### config.mk
export PLATFORM = sky130hd
export DESIGN_NAME = countdown_display
export DESIGN_NICKNAME = d
export VERILOG_FILES = /design/src/rtl/countdown_display.sv
export SDC_FILE = /design/constraint.sdc
export NUM_CORES = 1
export LEC_CHECK = 0
export CAP_MARGIN = 20
export CORE_MARGIN = 10
export CORE_UTILIZATION = 35
export CTS_BUF_LIST = sky130_fd_sc_hd__clkbuf_8
export DETAILED_ROUTE_END_ITERATION = 10
export PLACE_DENSITY = 0.48
export RECOVER_POWER = 100
export SYNTH_ARGS = -nofsm -noshare
export SYNTH_HDL_FRONTEND = slang
export SYNTH_SLANG_ARGS = --single-unit
### constraint.sdc
create_clock -name clk -period 2.7 [get_ports clk]
set_input_delay 0.54 -clock clk [delete_from_list [all_inputs] [get_ports clk]]
set_output_delay 0.54 -clock clk [all_outputs]
set_load 0.02 [all_outputs]
### src/rtl/countdown_display.sv
// countdown_display
//   Downstream display stage for the traffic controller. Converts the 6-bit
//   binary countdown to BCD with a sequential double-dabble FSM and scans the
//   result onto a 2-digit multiplexed 7-segment display. Leading zeros are
//   blanked, and the display blinks during yellow when the value is low.
// Ports:
//   clk        rising-edge system clock
//   reset      asynchronous, active-low reset
//   countdown  binary remaining seconds, 0..63
//   yellow     high while either road shows yellow
//   seg        segments {a,b,c,d,e,f,g}, bit6 = a, active-high (registered)
//   dig_sel    active-low digit enables: 10 = ones, 01 = tens, 11 = none
//   bcd_valid  one-cycle pulse when new tens/ones are loaded
module countdown_display #(
  parameter int unsigned SCAN_DIV  = 4,
  parameter int unsigned BLINK_DIV = 16,
  parameter int unsigned BLINK_TH  = 3
) (
  input  logic       clk,
  input  logic       reset,
  input  logic [5:0] countdown,
  input  logic       yellow,
  output logic [6:0] seg,
  output logic [1:0] dig_sel,
  output logic       bcd_valid
);

  localparam int unsigned SW = (SCAN_DIV  > 1) ? $clog2(SCAN_DIV)  : 1;
  localparam int unsigned BW = (BLINK_DIV > 1) ? $clog2(BLINK_DIV) : 1;

  typedef enum logic [1:0] {IDLE, CONV, LOAD} state_t;
  typedef enum logic {DIG_ONES, DIG_TENS} digit_t;

  state_t        state;
  logic          first;      // forces a conversion on the first edge after reset
  logic [5:0]    last_val;
  logic [5:0]    shreg;
  logic [7:0]    acc;
  logic [2:0]    iter;
  logic [3:0]    tens;
  logic [3:0]    ones;

  logic [SW-1:0] scan_cnt;
  digit_t        digit;
  logic [BW-1:0] blink_cnt;
  logic          blink_on;

  logic [13:0]   dd_next;
  logic [3:0]    adj_hi;
  logic [3:0]    adj_lo;
  logic [31:0]   disp_val;
  logic          blank_now;

  function automatic logic [6:0] seg_of(input logic [3:0] d);
    case (d)
      4'd0:    seg_of = 7'b1111110;
      4'd1:    seg_of = 7'b0110000;
      4'd2:    seg_of = 7'b1101101;
      4'd3:    seg_of = 7'b1111001;
      4'd4:    seg_of = 7'b0110011;
      4'd5:    seg_of = 7'b1011011;
      4'd6:    seg_of = 7'b1011111;
      4'd7:    seg_of = 7'b1110000;
      4'd8:    seg_of = 7'b1111111;
      4'd9:    seg_of = 7'b1111011;
      default: seg_of = 7'b0000000;
    endcase
  endfunction

  // One double-dabble iteration: add-3 correction on each BCD nibble, then
  // shift the {accumulator, binary} pair left by one.
  always_comb begin
    adj_hi  = acc[7:4];
    adj_lo  = acc[3:0];
    if (adj_hi >= 4'd5) adj_hi = adj_hi + 4'd3;
    if (adj_lo >= 4'd5) adj_lo = adj_lo + 4'd3;
    dd_next = {adj_hi, adj_lo, shreg} << 1;
  end

  always_comb begin
    disp_val  = 32'(tens) * 32'd10 + 32'(ones);
    blank_now = yellow && (disp_val <= BLINK_TH) && !blink_on;
  end

  // Converter FSM
  always_ff @(posedge clk or negedge reset) begin
    if (!reset) begin
      state     <= IDLE;
      first     <= 1'b1;
      last_val  <= '0;
      shreg     <= '0;
      acc       <= '0;
      iter      <= '0;
      tens      <= '0;
      ones      <= '0;
      bcd_valid <= 1'b0;
    end else begin
      first     <= 1'b0;
      bcd_valid <= 1'b0;
      case (state)
        IDLE: begin
          if (first || (countdown != last_val)) begin
            last_val <= countdown;
            shreg    <= countdown;
            acc      <= '0;
            iter     <= '0;
            state    <= CONV;
          end
        end
        CONV: begin
          acc   <= dd_next[13:6];
          shreg <= dd_next[5:0];
          iter  <= iter + 3'd1;
          if (iter == 3'd5) state <= LOAD;
        end
        LOAD: begin
          tens      <= acc[7:4];
          ones      <= acc[3:0];
          bcd_valid <= 1'b1;
          state     <= IDLE;
        end
        default: state <= IDLE;
      endcase
    end
  end

  // Digit scan, blink timebase and registered display outputs
  always_ff @(posedge clk or negedge reset) begin
    if (!reset) begin
      scan_cnt  <= '0;
      digit     <= DIG_ONES;
      blink_cnt <= '0;
      blink_on  <= 1'b1;
      seg       <= '0;
      dig_sel   <= 2'b11;
    end else begin
      if (scan_cnt == SW'(SCAN_DIV - 1)) begin
        scan_cnt <= '0;
        digit    <= (digit == DIG_ONES) ? DIG_TENS : DIG_ONES;
      end else begin
        scan_cnt <= scan_cnt + 1'b1;
      end

      if (blink_cnt == BW'(BLINK_DIV - 1)) begin
        blink_cnt <= '0;
        blink_on  <= ~blink_on;
      end else begin
        blink_cnt <= blink_cnt + 1'b1;
      end

      if (digit == DIG_TENS) begin
        dig_sel <= 2'b01;
        seg     <= (blank_now || (tens == 4'd0)) ? '0 : seg_of(tens);
      end else begin
        dig_sel <= 2'b10;
        seg     <= blank_now ? '0 : seg_of(ones);
      end
    end
  end

endmodule

Word level (Yosys, flattened, before mapping):

Memory sizes are Yosys's and may differ from the RTL's.
Index checks and enable logic that the tools add are counted.

* output and inout bits: 10
* latch bits: 0
* memories kept: 2
* bits in writable memories: 0
* input bits: 9
* bits in registers: 52
* word-level logic and storage cells: 66
* ROM bits: 224

* shifts and indexed selects: 0
* divide/modulo/power cells: 0
* order comparisons: 3
* $add $sub $neg: 6
* reduce and logical (&&, ||, !) cells: 11
* multipliers: 1
* equality and inequality tests: 8
* bitwise logic cells: 1
* multiplexer cells: 19

Memory list
* (no name shown): depth 16, width 7, rd ports 1, clocked after Yosys merged registers in 0, wr ports 0, RTL line 55 `case (d)`
* (no name shown): depth 16, width 7, rd ports 1, clocked after Yosys merged registers in 0, wr ports 0, RTL line 55

Operator list (count)
* 2-to-1 mux 7 bit: 3
* case mux 8 bit (2 select lines): 1
* case mux 6 bit (2 select lines): 1
* adder 8 x 4 -> 9 bit: 1
* <= comparator 9 x 2 -> 1 bit, second input constant: 1
* greater-or-equal comparator 4 x 3 -> 1 bit, second input constant: 2
* 2-to-1 mux 2 bit: 4
* 2-to-1 mux 4 bit: 2
* 2-to-1 mux 8 bit: 1
* multiplier 4 x 3 -> 7 bit, second input constant: 1
* 2-to-1 mux 3 bit: 2
* 2-to-1 mux 6 bit: 1
* inequality test 6 bit: 1
* case mux 3 bit (2 select lines): 1
* AND reduction 2 bit: 3
* adder 4 x 1 -> 4 bit, second input constant: 1
* adder 4 x 2 -> 4 bit, second input constant: 1
* == test 2 bit, second input constant: 2
* == test 4 bit, second input constant: 1
* zero test 4 bit: 1
* inequality test 2 bit, second input constant: 2
* case mux 2 bit (2 select lines): 1
* adder 3 x 1 -> 3 bit, second input constant: 1
* adder 3 x 2 -> 3 bit, second input constant: 1
* 10 further kinds: 13

Logic depth before layout (Yosys ltp):

* depth after elaboration: 8
* gate-level depth with buffers: 7
* gate-level depth less buffers: 7

Worst setup path before layout:

Ideal clock, no wire load.

* path kind: register to register
* start point: register tens[1]
* end point: register seg[2]
* cell stages (with the launch flop): 7
* data required time: 2.561 ns
* arrival time: 2.086 ns
* path slack: 0.474 ns
* cells stage by stage: dfrtp_1 ha_1 ha_1 fa_1 or2_2 a211oi_2 nor3b_1

* longest elaborated chain between the ends: 8
* elaborated cells between the ends (all ways): 11
* classes of those cells: add/sub (1); mul (1); order compare (1); mux (3); reduce/logical (4); memory (1)

Ends and longest elaborated chain
* start: declaration: RTL line 40 `logic [3:0] tens;`
* start signal: assignment: RTL line 117 `tens <= acc[7:4];`
* multiplier 4 x 3 -> 7 bit: RTL line 81 `disp_val = 32'(tens) * 32'd10 + 32'(ones);`
* adder 8 x 4 -> 9 bit: RTL line 81
* <= comparator 9 x 2 -> 1 bit: RTL line 82 `blank_now = yellow && (disp_val <= BLINK_TH) && !blink_on;`
* logical AND 1 bit (2 in a row): RTL line 82
* logical OR 1 bit: RTL line 153 `seg <= (blank_now || (tens == 4'd0)) ? '0 : seg_of(tens);`
* 2-to-1 mux 7 bit: RTL line 153
* 2-to-1 mux 7 bit *: RTL line 151 `if (digit == DIG_TENS) begin`
* end signal: assignment: RTL line 153
* end signal: assignment: RTL line 156 `seg <= blank_now ? '0 : seg_of(ones);`
* end: declaration: RTL line 23 `output logic [6:0] seg,`

Every way passes the cells marked *; elsewhere a longest branch is shown, timed or not.
A chain may end at the register's enable or synchronous reset.

Worst setup path after layout:

Same ends and word-level chain as after synthesis.

==> impl_metrics.prom <==
# TYPE chip_impl_metric gauge
chip_impl_metric{name="required",unit="ns"} 2.87
chip_impl_metric{name="setup-violations-final",unit=""} 0
chip_impl_metric{name="avgViaCountPerCell",unit=""} 4.80
chip_impl_metric{name="arrival",unit="ns"} 2.52
chip_impl_metric{name="transition_at_the_pin_with_the_smallest_max_transition_slack",unit="ns"} 1.16
chip_impl_info{name="run_status",value="completed"} 1
chip_impl_metric{name="post_cts_resize_count",unit=""} 0
chip_impl_info{name="startpoint_type",value="flop"} 1
chip_impl_metric{name="die_height",unit="microns"} 110
chip_impl_info{name="rsz0062_at_grt",value="no"} 1
chip_impl_metric{name="clkLatencyLatePin",unit="ns"} 0.31
chip_impl_metric{name="die_span_in_x",unit="microns"} 110
chip_impl_metric{name="timing.final.ws_setup",unit="ns"} 0.354
chip_impl_metric{name="power.static_leakage",unit="nW"} 1.45
chip_impl_metric{name="ys_warn_count",unit=""} 0
chip_impl_metric{name="start_util",unit="%"} 36.4
chip_impl_metric{name="layout.cells.non_filler",unit=""} 392
chip_impl_metric{name="grt_pass1_vias",unit=""} 1975
chip_impl_metric{name="finish.net_count",unit=""} 326
chip_impl_metric{name="detailedPlacementHpwl",unit="mm"} 3.94
chip_impl_metric{name="htreeDepth",unit=""} 2
chip_impl_metric{name="final_layout_setup_total_negative_slack",unit="ns"} 0
chip_impl_metric{name="ir_worst_vdd",unit="uV"} 393
chip_impl_info{name="hp-class",value="input port to asynchronous set/reset pin"} 1
chip_impl_metric{name="dr.pass1.iters",unit=""} 4
chip_impl_metric{name="max_freq",unit="MHz"} 426
chip_impl_metric{name="numCtsBuffers",unit=""} 5
chip_impl_info{name="synthFlopType",value="dfrtp_1"} 1
chip_impl_metric{name="routed-via-count",unit=""} 1883
chip_impl_metric{name="placement_rows",unit=""} 32
chip_impl_info{name="critical_path.reg2reg.startpoint",value="tens[1]"} 1
chip_impl_metric{name="period_share",unit="%"} 86.9
chip_impl_metric{name="grt_pass1_wl",unit="mm"} 9.30
chip_impl_metric{name="number_of_flops_mapped_to_enable_cells_by_yosys",unit=""} 0
chip_impl_metric{name="ys_seq_elements",unit=""} 52
chip_impl_info{name="timing.rr.end",value="seg[2]"} 1
chip_impl_metric{name="grt_antenna_before_repair",unit=""} 0
chip_impl_metric{name="maxSlewHeadroom",unit="%"} 23.0
chip_impl_metric{name="portBuffers",unit=""} 18
chip_impl_metric{name="worst_r2r_path_depth",unit=""} 6
chip_impl_metric{name="ys_async_sr_fraction",unit="%"} 100
chip_impl_metric{name="worst-r2r-setup-slack",unit="ns"} 0.35
chip_impl_metric{name="layout_min_cycle_time",unit="ns"} 2.35
chip_impl_info{name="endpoint_kind",value="flop"} 1
chip_impl_metric{name="slew_viol_final",unit=""} 0
chip_impl_metric{name="grt_start_max_net_pins",unit=""} 23
chip_impl_metric{name="syn-cell-area",unit="sq um"} 2840
chip_impl_metric{name="drt-total-wl",unit="mm"} 5.35
chip_impl_metric{name="drt.antenna.violating_nets",unit=""} 0
chip_impl_info{name="cts_tree",value="built"} 1
chip_impl_metric{name="power_per_cell_area",unit="nW/um^2"} 1020
chip_impl_metric{name="num-fill-cells",unit=""} 793
chip_impl_metric{name="skew",unit="ns"} 0.0113
chip_impl_metric{name="grt_util_all_layers",unit="%"} 9.55
chip_impl_metric{name="crit_path_max_fanout",unit=""} 7
chip_impl_metric{name="max-cap-violations",unit=""} 0
chip_impl_metric{name="syn_avg_cell_area",unit="sq um"} 10.6
chip_impl_metric{name="clk_pin_slew_worst_paths",unit="ns"} 0.10
chip_impl_metric{name="final_wtd_congestion",unit=""} 0.751
chip_impl_metric{name="post_synth_num_cell_types",unit=""} 47
chip_impl_metric{name="cts_num_sinks",unit=""} 52
chip_impl_metric{name="design.portCount",unit=""} 19
chip_impl_info{name="critical_path_start_end_classification",value="flop to flop"} 1
chip_impl_metric{name="synthesis.nets",unit=""} 304
chip_impl_metric{name="cts_hold_repair.buffers",unit=""} 0
chip_impl_metric{name="synthCells",unit=""} 267
chip_impl_info{name="root_buffer",value="clkbuf_8"} 1
chip_impl_metric{name="area_growth",unit="%"} 12.7
chip_impl_metric{name="final_layout_size_suffix_gt1_share",unit="%"} 12.4
chip_impl_metric{name="die_area",unit="sq um"} 12100
chip_impl_metric{name="placement.setup.worst_slack",unit="ns"} 0.381
chip_impl_metric{name="drc",unit=""} 0
chip_impl_metric{name="cts_post_setup_buffers_inserted",unit=""} 0
chip_impl_metric{name="violation_count_after_the_first_detailed_routing_iteration",unit=""} 64
chip_impl_metric{name="grt_overflow",unit=""} 0
chip_impl_metric{name="core_area",unit="sq um"} 7810
chip_impl_metric{name="antenna_cells",unit=""} 0
chip_impl_metric{name="finalHoldViolations",unit=""} 0
chip_impl_metric{name="route.detailed.wl_per_inst",unit="microns"} 13.6
chip_impl_metric{name="placed_cells",unit=""} 384
chip_impl_metric{name="clock_tree.buffer_depth",unit=""} 2
chip_impl_metric{name="synth_seq_area_share",unit="%"} 46.0
[Yosys cell counts, types with 3 or more instances]
cell type / n / area [sq um]
or2_2: 3 / 18.8
xor2_1: 9 / 78.8
a22o_1: 3 / 26.3
nor2_1: 21 / 78.8
ha_1: 26 / 325
a21oi_1: 16 / 80.1
clkbuf_1: 5 / 18.8
nor3_1: 3 / 15.0
a22o_2: 3 / 30.0
o21ai_0: 17 / 85.1
nand2_1: 16 / 60.1
xnor2_1: 3 / 26.3
nand3_1: 5 / 25.0
dfstp_2: 4 / 105
mux2_2: 8 / 90.1
nand2b_1: 7 / 43.8
a221oi_1: 5 / 43.8
o211ai_1: 3 / 22.5
inv_1: 23 / 86.3
dfrtp_1: 48 / 1200
mux2i_1: 5 / 50.1
[through the flow]
step	total power [mW]	util [%]	cell area, sq um	hold WS (ns)
after floorplan	2.46	-	2840	0.244
after global placement	2.88	40.2	3140	0.414
final	3.27	41.0	3200	0.249
after detailed placement	2.89	40.2	3140	0.420
after CTS	3.37	41.4	3230	0.112
after global routing	3.61	41.0	3200	0.296
[layout by cell type, fill, tap and decap left out, types with 6 or more instances in the layout]
master | netlist | final
dfrtp_1 | 48 | 48
ha_1 | 26 | 26
inv_1 | 23 | 23
nor2_1 | 21 | 21
o21ai_0 | 17 | 17
a21oi_1 | 16 | 16
nand2_1 | 16 | 16
dlygate4sd3_1 | 0 | 11
xor2_1 | 9 | 9
mux2_2 | 8 | 8
nand2b_1 | 7 | 7
a221oi_1 | 5 | 6
clkbuf_8 | 0 | 6
clkdlybuf4s50_1 | 0 | 6
[kinds of logic (layout without fill, tap and decap cells)]
logic type | Yosys count | count (layout) | share of synthesized area [%]
XOR/XNOR | 12 | 12 | 3.70
AO/OA/AOI/OAI | 61 | 61 | 15.2
buffers and inverters | 32 | 55 | 4.84
flip-flops | 52 | 52 | 46.0
other | 1 | 1 | 0.132
AND/OR/NAND/NOR | 68 | 68 | 12.4
multiplexers | 13 | 13 | 4.93
adder cells (fa/ha/maj) | 28 | 28 | 12.9
[area by class of cell]
class / count / area, sq um / area share, %
well taps: 102 / 128 / 3.98
flip-flops and latches: 52 / 1310 / 40.8
clock inverters: 2 / 10.0 / 0.313
repair buffers: 24 / 208 / 6.48
multi-input cells: 183 / 1380 / 43.2
clock buffers: 6 / 82.6 / 2.58
inverters: 23 / 86.3 / 2.70
[flip-flops by register name (all words and copies together), names as in the netlist]
signal / count
scan_cnt: 2
last_val: 6
first: 1
digit: 1
state: 2
blink_on: 1
acc: 8
dig_sel: 2
blink_cnt: 4
iter: 3
seg: 7
ones: 4
bcd_valid: 1
shreg: 6
tens: 4
[critical path, cell delays in order, from the launching register on]
cell and delay [ns]:
dfrtp_1 0.40, ha_1 0.29, ha_1 0.22, fa_1 0.38, or2_2 0.31, a211oi_2 0.49, nor3b_1 0.11
[worst max-delay path by stage]
stage,from,to,cells after the start
after CTS,tens[1],seg[2],6
after floorplan,tens[1],seg[2],6
after detailed placement,tens[1],seg[2],6
after global routing,tens[1],seg[1],6
after global placement,tens[1],seg[2],6
final,tens[1],seg[2],6
[power breakdown]
group,internal (mW),leakage (nW),switching (mW)
clock,0.205,0.0510,0.257
combinational,0.709,0.764,0.800
sequential,1.06,0.634,0.243
[metal layers]
layer  vias to the layer above  global-route usage (%)  share of wire [%]
met4                         0                    2.20               0.64
met5                         -                       0                  0
met1                       900                    12.2                 49
met3                         2                    2.84                4.3
li1                        958                       -                  -
met2                        23                    15.5                 46
No activity file was read; power rests on OpenSTA's default activity.
